--- config.mk ---
export PLATFORM = sky130hd
export DESIGN_NAME = axis_fifo_video_tx
export DESIGN_NICKNAME = d
export VERILOG_FILES = /design/src/rtl/axis_fifo_video_tx.sv
export SDC_FILE = /design/constraint.sdc
export NUM_CORES = 1
export LEC_CHECK = 0
export BUFFER_PORTS_ARGS = -buffer_cell sky130_fd_sc_hd__buf_2
export CAP_MARGIN = 25
export CELL_PAD_IN_SITES_DETAIL_PLACEMENT = 0
export CELL_PAD_IN_SITES_GLOBAL_PLACEMENT = 1
export CORE_MARGIN = 8
export CORE_UTILIZATION = 41
export DETAILED_ROUTE_END_ITERATION = 8
export PLACE_DENSITY = 0.93
export SKIP_LAST_GASP = 1
export SYNTH_ARGS = -nofsm -noshare
export SYNTH_HDL_FRONTEND = slang
export SYNTH_SLANG_ARGS = --single-unit
--- constraint.sdc ---
create_clock -name clk -period 5.3 [get_ports clk]
set_input_delay 0.53 -clock clk [delete_from_list [all_inputs] [get_ports clk]]
set_output_delay 0.53 -clock clk [all_outputs]
set_load 0.02 [all_outputs]
--- src/rtl/axis_fifo_video_tx.sv ---
// Drains a show-ahead pixel FIFO into an AXI4-Stream video master with SOF/EOL framing,
// frame-complete pulse and a saturating mid-frame underrun counter.
module axis_fifo_video_tx #(
    parameter int unsigned WIDTH    = 24,
    parameter int unsigned H_ACTIVE = 640,
    parameter int unsigned V_ACTIVE = 480,
    parameter int unsigned UFL_W    = 16
) (
    input  logic             clk,
    input  logic             reset,
    input  logic             enable,
    input  logic [WIDTH-1:0] fifo_dout,
    input  logic             fifo_empty,
    output logic             fifo_rd_en,
    output logic [WIDTH-1:0] m_axis_tdata,
    output logic             m_axis_tvalid,
    input  logic             m_axis_tready,
    output logic             m_axis_tuser,
    output logic             m_axis_tlast,
    output logic             frame_done,
    output logic [UFL_W-1:0] ufl_count
);

    localparam int unsigned XW = (H_ACTIVE > 1) ? $clog2(H_ACTIVE) : 1;
    localparam int unsigned YW = (V_ACTIVE > 1) ? $clog2(V_ACTIVE) : 1;
    localparam logic [XW-1:0] X_LAST = XW'(H_ACTIVE - 1);
    localparam logic [YW-1:0] Y_LAST = YW'(V_ACTIVE - 1);

    logic [XW-1:0] x;
    logic [YW-1:0] y;
    logic          eof_q;
    logic          free;
    logic          pop;
    logic          mid_frame;
    logic          underrun;

    always_comb begin
        free       = !m_axis_tvalid || m_axis_tready;
        pop        = enable && !fifo_empty && free && !reset;
        fifo_rd_en = pop;
        mid_frame  = (x != '0) || (y != '0);
        underrun   = enable && free && fifo_empty && mid_frame;
    end

    always_ff @(posedge clk) begin
        if (reset) begin
            m_axis_tdata  <= '0;
            m_axis_tvalid <= 1'b0;
            m_axis_tuser  <= 1'b0;
            m_axis_tlast  <= 1'b0;
            frame_done    <= 1'b0;
            ufl_count     <= '0;
            eof_q         <= 1'b0;
            x             <= '0;
            y             <= '0;
        end else begin
            // eof_q tags the held beat as the final pixel of the frame
            frame_done <= m_axis_tvalid && m_axis_tready && eof_q;
            if (pop) begin
                m_axis_tdata  <= fifo_dout;
                m_axis_tvalid <= 1'b1;
                m_axis_tuser  <= !mid_frame;
                m_axis_tlast  <= (x == X_LAST);
                eof_q         <= (x == X_LAST) && (y == Y_LAST);
                if (x == X_LAST) begin
                    x <= '0;
                    y <= (y == Y_LAST) ? '0 : y + 1'b1;
                end else begin
                    x <= x + 1'b1;
                end
            end else if (free) begin
                m_axis_tvalid <= 1'b0;
            end
            if (underrun && (ufl_count != '1))
                ufl_count <= ufl_count + 1'b1;
        end
    end

endmodule

== After elaboration in Yosys (flattened, before gate mapping) ==
Index checks and enable logic that the tools add are counted.

* $add $sub $neg: 3
* Multiply operators: 0
* Div/mod/pow operators: 0
* Magnitude comparators: 0
* Equal/unequal tests: 3
* Shift-type cells: 0
* Muxes and demuxes: 4
* Bitwise operators: 0
* Reduce and logical (&&, ||, !) cells: 20

{| class="wikitable"
|+ Operator list
! operator !! count
|-
| $add 16x1->16 const B || 1
|-
| $ne 16x16->1 const B || 1
|-
| $add 10x1->10 const B || 1
|-
| $eq 10x10->1 const B || 1
|-
| $logic_and 1x1->1 || 10
|-
| $mux 10 || 1
|-
| $reduce_bool 10->1 || 1
|-
| $add 9x1->9 const B || 1
|-
| $eq 9x9->1 const B || 1
|-
| $mux 9 || 1
|-
| $reduce_bool 9->1 || 1
|-
| $logic_not 1->1 || 4
|-
| $logic_or 1x1->1 || 2
|-
| $mux 1 || 2
|-
| $reduce_and 2->1 || 1
|-
| $reduce_bool 2->1 || 1
|}

* Register bits: 64
* Bits in latches: 0
* RAM bits: 0
* Memory bits (read-only): 0
* Input port bits: 29
* Logic and storage cells: 39
* Memories kept: 0

== Depth between registers and ports, before layout ==
Gate-level depths: netlist of the first run.

* Depth after elaboration: 6
* Depth in mapped cells: 7

== Worst setup path before layout of the first run ==
Ideal clock, no wire load.

* Path kind: in2out
* Start: input m_axis_tready
* End: output fifo_rd_en
* Data arrival time: 1685 ps
* Required time: 4770 ps
* Slack: 3085 ps
* Cell stages on the path: 5
* Buffers on the path: 2
* Path through: nand2b_1 -> nand3_1 -> inv_1 -> buf_1 -> clkbuf_1

* Longest elaborated chain between the ends: 3

{| class="wikitable"
|+ Ends and longest elaborated chain
! item !! line !! RTL
|-
| from (decl) || 17 || <nowiki>input logic m_axis_tready,</nowiki>
|-
| $logic_or 1x1->1 || 38 || <nowiki>free = !m_axis_tvalid || m_axis_tready;</nowiki>
|-
| $logic_and 1x1->1 (2 in a row) || 39 || <nowiki>pop = enable && !fifo_empty && free && !reset;</nowiki>
|-
| to (decl) || 14 || <nowiki>output logic fifo_rd_en,</nowiki>
|}

No other way between the ends.

== Worst setup path in the final report of the first run ==
* Start: input reset
* End: output fifo_rd_en

* Longest elaborated chain between the ends: 2

{| class="wikitable"
|+ Ends and longest elaborated chain
! item !! line !! RTL
|-
| from (decl) || 10 || <nowiki>input logic reset,</nowiki>
|-
| $logic_not 1->1 || 39 ||
|-
| $logic_and 1x1->1 || 39 ||
|}

No other way between the ends.

==> metrics.txt, run 1 <==
outcome=complete, no violations; Core ar.=around 6700 sq um; startpoint types=input pin; clock root buffer=clkbuf_8; synthesized flop and latch total=between 60 and 70; Switching Share=24.1%; fin. max-slew vios=0; fin crit share=51.4%; sequential fraction of the synthesis area=46.0%; Max Fclk=about 370 MHz; multi-input logic area=around 1400 sq um; hold-fix buffer count after cts=0; storage element area=roughly 1300 sq um; detailed-route wire length per cell=13.9 um; synth warn=0; Crit path top cell by count=buf_2; P_sw=0.230 mW; CP Data Required Time=around 4800 ps; most common flop cell mapped by yosys=dfxtp_1; fraction of registers with async set/reset=0%; placement row count=30; Vias=between 2000 and 3000; most common cell in the netlist=dfxtp_1; sum of negative setup slack=0 ps; Max clock buf depth=2; Net Count, Synth=370; Comb pwr share=7.3%; DRC violations left=0; top post-synthesis cells by count=dfxtp_1 (64), nand2_1 (62), nand3_1 (34), nor2_1 (24), a21oi_1 (16); RSZ-0062 raised after global routing=no; Syn Inst Count=between 300 and 400; fill count=664; Syn-to-layout area delta=21.7%; measured slew at the worst slew-check pin=roughly 980 ps; Crit path largest cell delay=690 ps; post-DP HPWL=4.90 mm; VDD IR max=about 0.19 mV; critical path, cell by cell=buf_2 > nor2_1 > nand3_1 > inv_1 > buf_2; Hold Slack=379 ps; RePlAce Congestion=around 0.78; skew final=5.84 ps; I/O Pins=74; Post-synth EDFFs=0; crit-path max FO=34; CTS tree=done; Relative slew margins=34.9%; crit path DAT=approximately 2200 ps; area leader, netlist=dfxtp_1; post-synth cell types=42; critical path's slowest cell=inv_1; GRT overflow=0; Static Leak=~1.5 nW; max cap viols=0; internal power=0.725 mW; initial antenna violation count=0; Crit. End Element=primary output; antenna viol nets, final=0; Starting Density=41.6%; Fin. Hold Viols=0; Starting DRT DRC Count=131; Vias/cell=5.30; CP Class=input pin to primary output; Sink Count=64; htree depth=3; synth top area cells=dfxtp_1 (46%), nand2_1 (8.4%), nand3_1 (6.1%); Syn Std Cell Area=around 2800 sq um; pwr dens=282 nW/um^2; diodes inserted=0; Reg power frac=52.4%; overall power=roughly 0.95 mW; post-layout min period=2720 ps; total CTS buffers=9; post-place setup slack=approximately 2600 ps; layout cells sized above 1=between 20% and 30%; worst hold path class=input pin to register; Die W=98.4 um; global-route wire length before repair=11.5 mm; Global Route Usage Sum=14.3%; die footprint=9680 sq um; final setup margin=2580 ps; Setup Fix Bufs, Post-CTS=0; Nets=440; Clk pwr share=40.3%; clock slew at reported path FFs=70 ps; pin count of the biggest net entering global routing=35; vias in the first global route=2519; Die H=98.4 um; syn avg cell area=just over 8 sq um; first-pass detailed-route iteration total=4; final setup fails=0; Synth top area share=a little under half; clock latency on the worst-skew pair=around 330 ps; Port-buffer cells=between 70 and 80; post-cts gate resize count=0; Post-Route WL=6.81 mm
final timing paths:
check | start | to | slack, ps | cells after the start
min reg2reg | m_axis_tdata[21] | m_axis_tdata[21] | 450 | 2
max reg2reg | x[0] | y[5] | 3130 | 5
min | fifo_dout[22] | m_axis_tdata[22] | 380 | 3
max | reset | fifo_rd_en | 2580 | 5
layer usage:
layer | wire length, um | track usage [%] | vias up | part of all wire [%]
li1 | - | - | 1319 | -
met1 | 3020 | 16.2 | 1202 | 44
met2 | 2980 | 22.3 | 77 | 44
met3 | 762 | 7.89 | 5 | 11
met4 | 57 | 4.25 | 0 | 0.84
met5 | 0 | 0 | - | 0
state kept, by name (all words and copies together) (netlist names), 9 cells and up:
register,count
ufl_count,16
x,10
m_axis_tdata,24
y,9
cells by family (layout without fill, tap and decap cells):
kind of cell	Yosys count	after routing	share of synthesized area [%]
buf+inv	30	105	4.09
xor+xnor	12	12	3.78
flops	64	64	46.0
compound gates	41	41	9.49
fa+ha+maj	5	5	2.25
mux	5	5	1.98
simple gates	179	179	32.4
placed cells by master (no fill, tap or decap), types with 2 or more instances in the layout:
master and count:
nor4_1 7, xnor2_1 7, nor2_1 24, nand2_1 62, nor2b_1 5, nand4_1 11
a21oi_1 16, and4_1 4, nor3_1 7, inv_1 14, clkbuf_8 12, nand3_1 34
or4_1 2, ha_1 5, o21ai_0 10, buf_4 2, mux2_2 4, and3_1 7
buf_2 73, a31o_2 4, xor2_1 5, or3_1 7, nand4b_1 2, dfxtp_1 64
o31ai_1 2, clkbuf_1 2
power groups by stage:
| stage | combinational [mW] | clock, mW | sequential, mW |
|---|---|---|---|
| after global routing | 0.0771 | 0.419 | 0.501 |
| after detailed placement | 0.0700 | 0 | 0.511 |
| after CTS | 0.0701 | 0.394 | 0.500 |
| after global placement | 0.0686 | 0 | 0.511 |
| final | 0.0695 | 0.385 | 0.500 |
| after floorplan | 0.0259 | 0 | 0.524 |
cell type report:
cell class	count	area share (%)
clock inverter	2	0.369
sequential	64	37.8
timing repair buffer	75	11.2
tap	80	2.96
multi-input combinational	242	41.0
inverter	14	1.55
clock buffer	14	5.10
metrics by stage:
step	util (%)	instances	cell area [sq um]
after floorplan	-	336	2780
after global placement	47.8	474	3190
after detailed placement	47.9	475	3200
after CTS	50.7	491	3390
after global routing	50.7	491	3390
final	50.7	491	3390
worst max-delay path: cells and delay by family:
family,cells,cell delay [ps]
AND/OR/NAND/NOR,2,360
buffers and inverters,3,1290
Note: power is estimated with default switching activity, not from simulation.
==> run 2: changes to the inputs <==
- ABC_AREA: unset -> 1
- CORE_UTILIZATION: 41 -> 38
- PLACE_DENSITY: 0.93 -> 0.89
- clock period: 5.3 -> 2.8 ns (I/O delays scaled with it)
==> metrics.txt, run 2 <==
RSZ-0062 raised after global routing=no; I/O Pins=74 (unchanged); Post-synth EDFFs=0 (unchanged); most common flop cell mapped by yosys=dfxtp_1; launch point of the worst path=m_axis_tvalid; sum of negative setup slack=0 ps (unchanged); R2R cell count=9 (+4); die footprint=11300 sq um (+17%); Static Leak=1.72 nW (+13%); area leader, netlist=dfxtp_1; post-route cell area=3740 sq um (+11%); Nets=536 (+22%); Syn-to-layout area delta=20.7%; total CTS buffers=9 (unchanged); Die W=106 um (+8.1%); first-pass detailed-route iteration total=4 (unchanged); cell family with most CP delay=buffers and inverters; post-synth cell types=37 (-12%); Syn Inst Count=429 (+28%); critical path, cell by cell=nand2_2 > nand3_2 > inv_1 > buf_2; outcome=complete, no violations; crit-path max FO=19 (-44%); CP Class=register to primary output; antenna viol nets, final=0 (unchanged); critical path endpoint=fifo_rd_en; post-layout min period=1980 ps; Max clock buf depth=2 (unchanged); hold-fix buffer count after cts=0 (unchanged); Hold Slack=130 ps (-249 ps); Crit path largest cell delay=490 ps (-200 ps); Port-buffer cells=73 (unchanged); GRT overflow=0 (unchanged); commonest non-fill, non-tap cell in the layout=nand2_1; fin crit share=70.6%; Final Core Density=46.5% (-4.2 points); Crit. End Element=primary output; pin count of the biggest net entering global routing=32 (-8.6%); Net Count, Synth=463 (+25%); worst hold path class=input pin to register; final setup margin=823 ps (-1750 ps); Critical R2R Launch=x[0]; top post-synthesis cells by count=nand2_1 (116), dfxtp_1 (64), nand3_1 (56), nor2_1 (44), inv_1 (35); Core ar.=8050 sq um (+21%); post-DP HPWL=5.63 mm (+15%); vias in the first global route=2841 (+13%); max reg flops=24 (unchanged); initial antenna violation count=0 (unchanged); VDD IR max=0.330 mV (+72%); startpoint types=register; skew final=7.52 ps (+1.68 ps); Critical R2R Capture=y[2]; R2R Setup Slk=1000 ps (-2130 ps); DRC violations left=0 (unchanged); post-place setup slack=854 ps (-1730 ps); clock latency on the worst-skew pair=340 ps (about the same); clock slew at reported path FFs=70 ps (about the same); Fin. Hold Viols=0 (unchanged); Syn Std Cell Area=3100 sq um (+11%); sequential fraction of the synthesis area=41.3% (-4.7 points); global-route wire length before repair=13.1 mm (+14%); layout cells sized above 1=25.4% (+0.87 points); htree depth=3 (unchanged); critical path's slowest cell=inv_1; CP Buf/Inv Count=2 (-1); most common cell in the netlist=nand2_1; pwr dens=515 nW/um^2 (+83%); Post-Route WL=7.63 mm (+12%); Die H=106 um (+8.1%); Vias/cell=4.72 (-11%); measured slew at the worst slew-check pin=594 ps (-382 ps); dpl cell area=3540 sq um (+11%); Vias=2889 (+11%); detailed-route wire length per cell=12.5 um (-10%); Largest Register=m_axis_tdata; post-cts gate resize count=0 (unchanged); Stages on worst setup path=4 (-1); clock root buffer=clkbuf_8; most frequent cells in the layout=nand2_1 (116), buf_2 (73), dfxtp_1 (64); Largest regs=m_axis_tdata: 24 flops, ufl_count: 16 flops, x: 10 flops; CP Data Required Time=2520 ps (-2250 ps); Global Route Usage Sum=14.0% (-0.27 points); Starting Density=38.5% (-3.1 points); Max Fclk=506 MHz; synth top area cells=dfxtp_1 (41%), nand2_1 (14%), nand3_1 (9.0%); synthesized flop and latch total=64 (unchanged); max cap viols=0 (unchanged); placement row count=33 (+10%); Relative slew margins=60.4% (+25 points); fraction of registers with async set/reset=0% (unchanged); Setup Fix Bufs, Post-CTS=0 (unchanged); diodes inserted=0 (unchanged); fill count=832 (+25%); Synth top area share=41.3% (-4.7 points); syn avg cell area=7.23 sq um (-13%); crit path DAT=1700 ps (-490 ps); fin. max-slew vios=0 (unchanged); Starting DRT DRC Count=164 (+25%); RePlAce Congestion=0.804 (+2.6%); CTS tree=done; Sink Count=64 (unchanged); synth warn=0 (unchanged); final setup fails=0 (unchanged)
==> run 2: cell count changes after synthesis, moves of 6 or more <==
cell,change
nand2_1,+54
nand3_1,+22
inv_1,+21
nor2_1,+20
nand2_2,+14
clkbuf_1,-8
a21oi_2,+7
or3_1,-7
and3_1,-6
nand4_1,-6
nor4_1,-6
==> run 2: worst reg2reg max path: stages (launching register included) <==
cell and delay [ps]:
dfxtp_1 390, ha_1 210, nand3_1 80, or2_1 240
nor2_4 110, nand2_2 180, nand2_2 220, inv_2 90
o21ai_1 120, inv_1 50
==> run 2: final cells by class <==
class | instances | area, sq um | area share, %
inverter | 38 | 148 | 3.94
tap | 105 | 131 | 3.51
sequential | 64 | 1280 | 34.2
clock buffer | 10 | 138 | 3.68
timing repair buffer | 77 | 395 | 10.6
multi-input combinational | 312 | 1580 | 42.3
clock inverter | 6 | 67.6 | 1.80
==> run 2: layer usage <==
layer	global-route usage, %	vias to the layer above	wire (um)
met3	6.11	2	598
met2	21.9	84	3330
met4	3.22	0	25
li1	-	1524	-
met5	0	-	0
met1	17.4	1279	3680
==> run 2: through the flow <==
stage | std cells | power, mW
after detailed placement | 596 | 1.14
after global placement | 596 | 1.14
after CTS | 612 | 1.95
final | 612 | 1.93
after global routing | 612 | 2.02
after floorplan | 429 | 1.08
==> run 2: logic make-up after synthesis <==
family	share of synthesized area (%)
AO/OA/AOI/OAI	8.47
XOR/XNOR	2.82
adder cells (fa/ha/maj)	2.02
buffers and inverters	7.66
flip-flops	41.3
AND/OR/NAND/NOR	37.7
==> run 2: report_power, final <==
| group | internal, mW | switching (mW) |
|---|---|---|
| Combinational | 0.0567 | 0.109 |
| Clock | 0.438 | 0.372 |
| Sequential | 0.935 | 0.0163 |
| Total | 1.43 | 0.497 |
==> run 2: worst min path at each step <==
stage                     startpoint                to  slack [ps]  cells past startpoint
detailed placement  m_axis_tdata[18]  m_axis_tdata[18]         460                      2
CTS                    fifo_dout[14]  m_axis_tdata[14]         110                      3
global route           fifo_dout[17]  m_axis_tdata[17]         110                      3
floorplan              fifo_dout[17]  m_axis_tdata[17]         390                      2
global placement    m_axis_tdata[12]  m_axis_tdata[12]         450                      2
finish                  fifo_dout[5]   m_axis_tdata[5]         130                      3
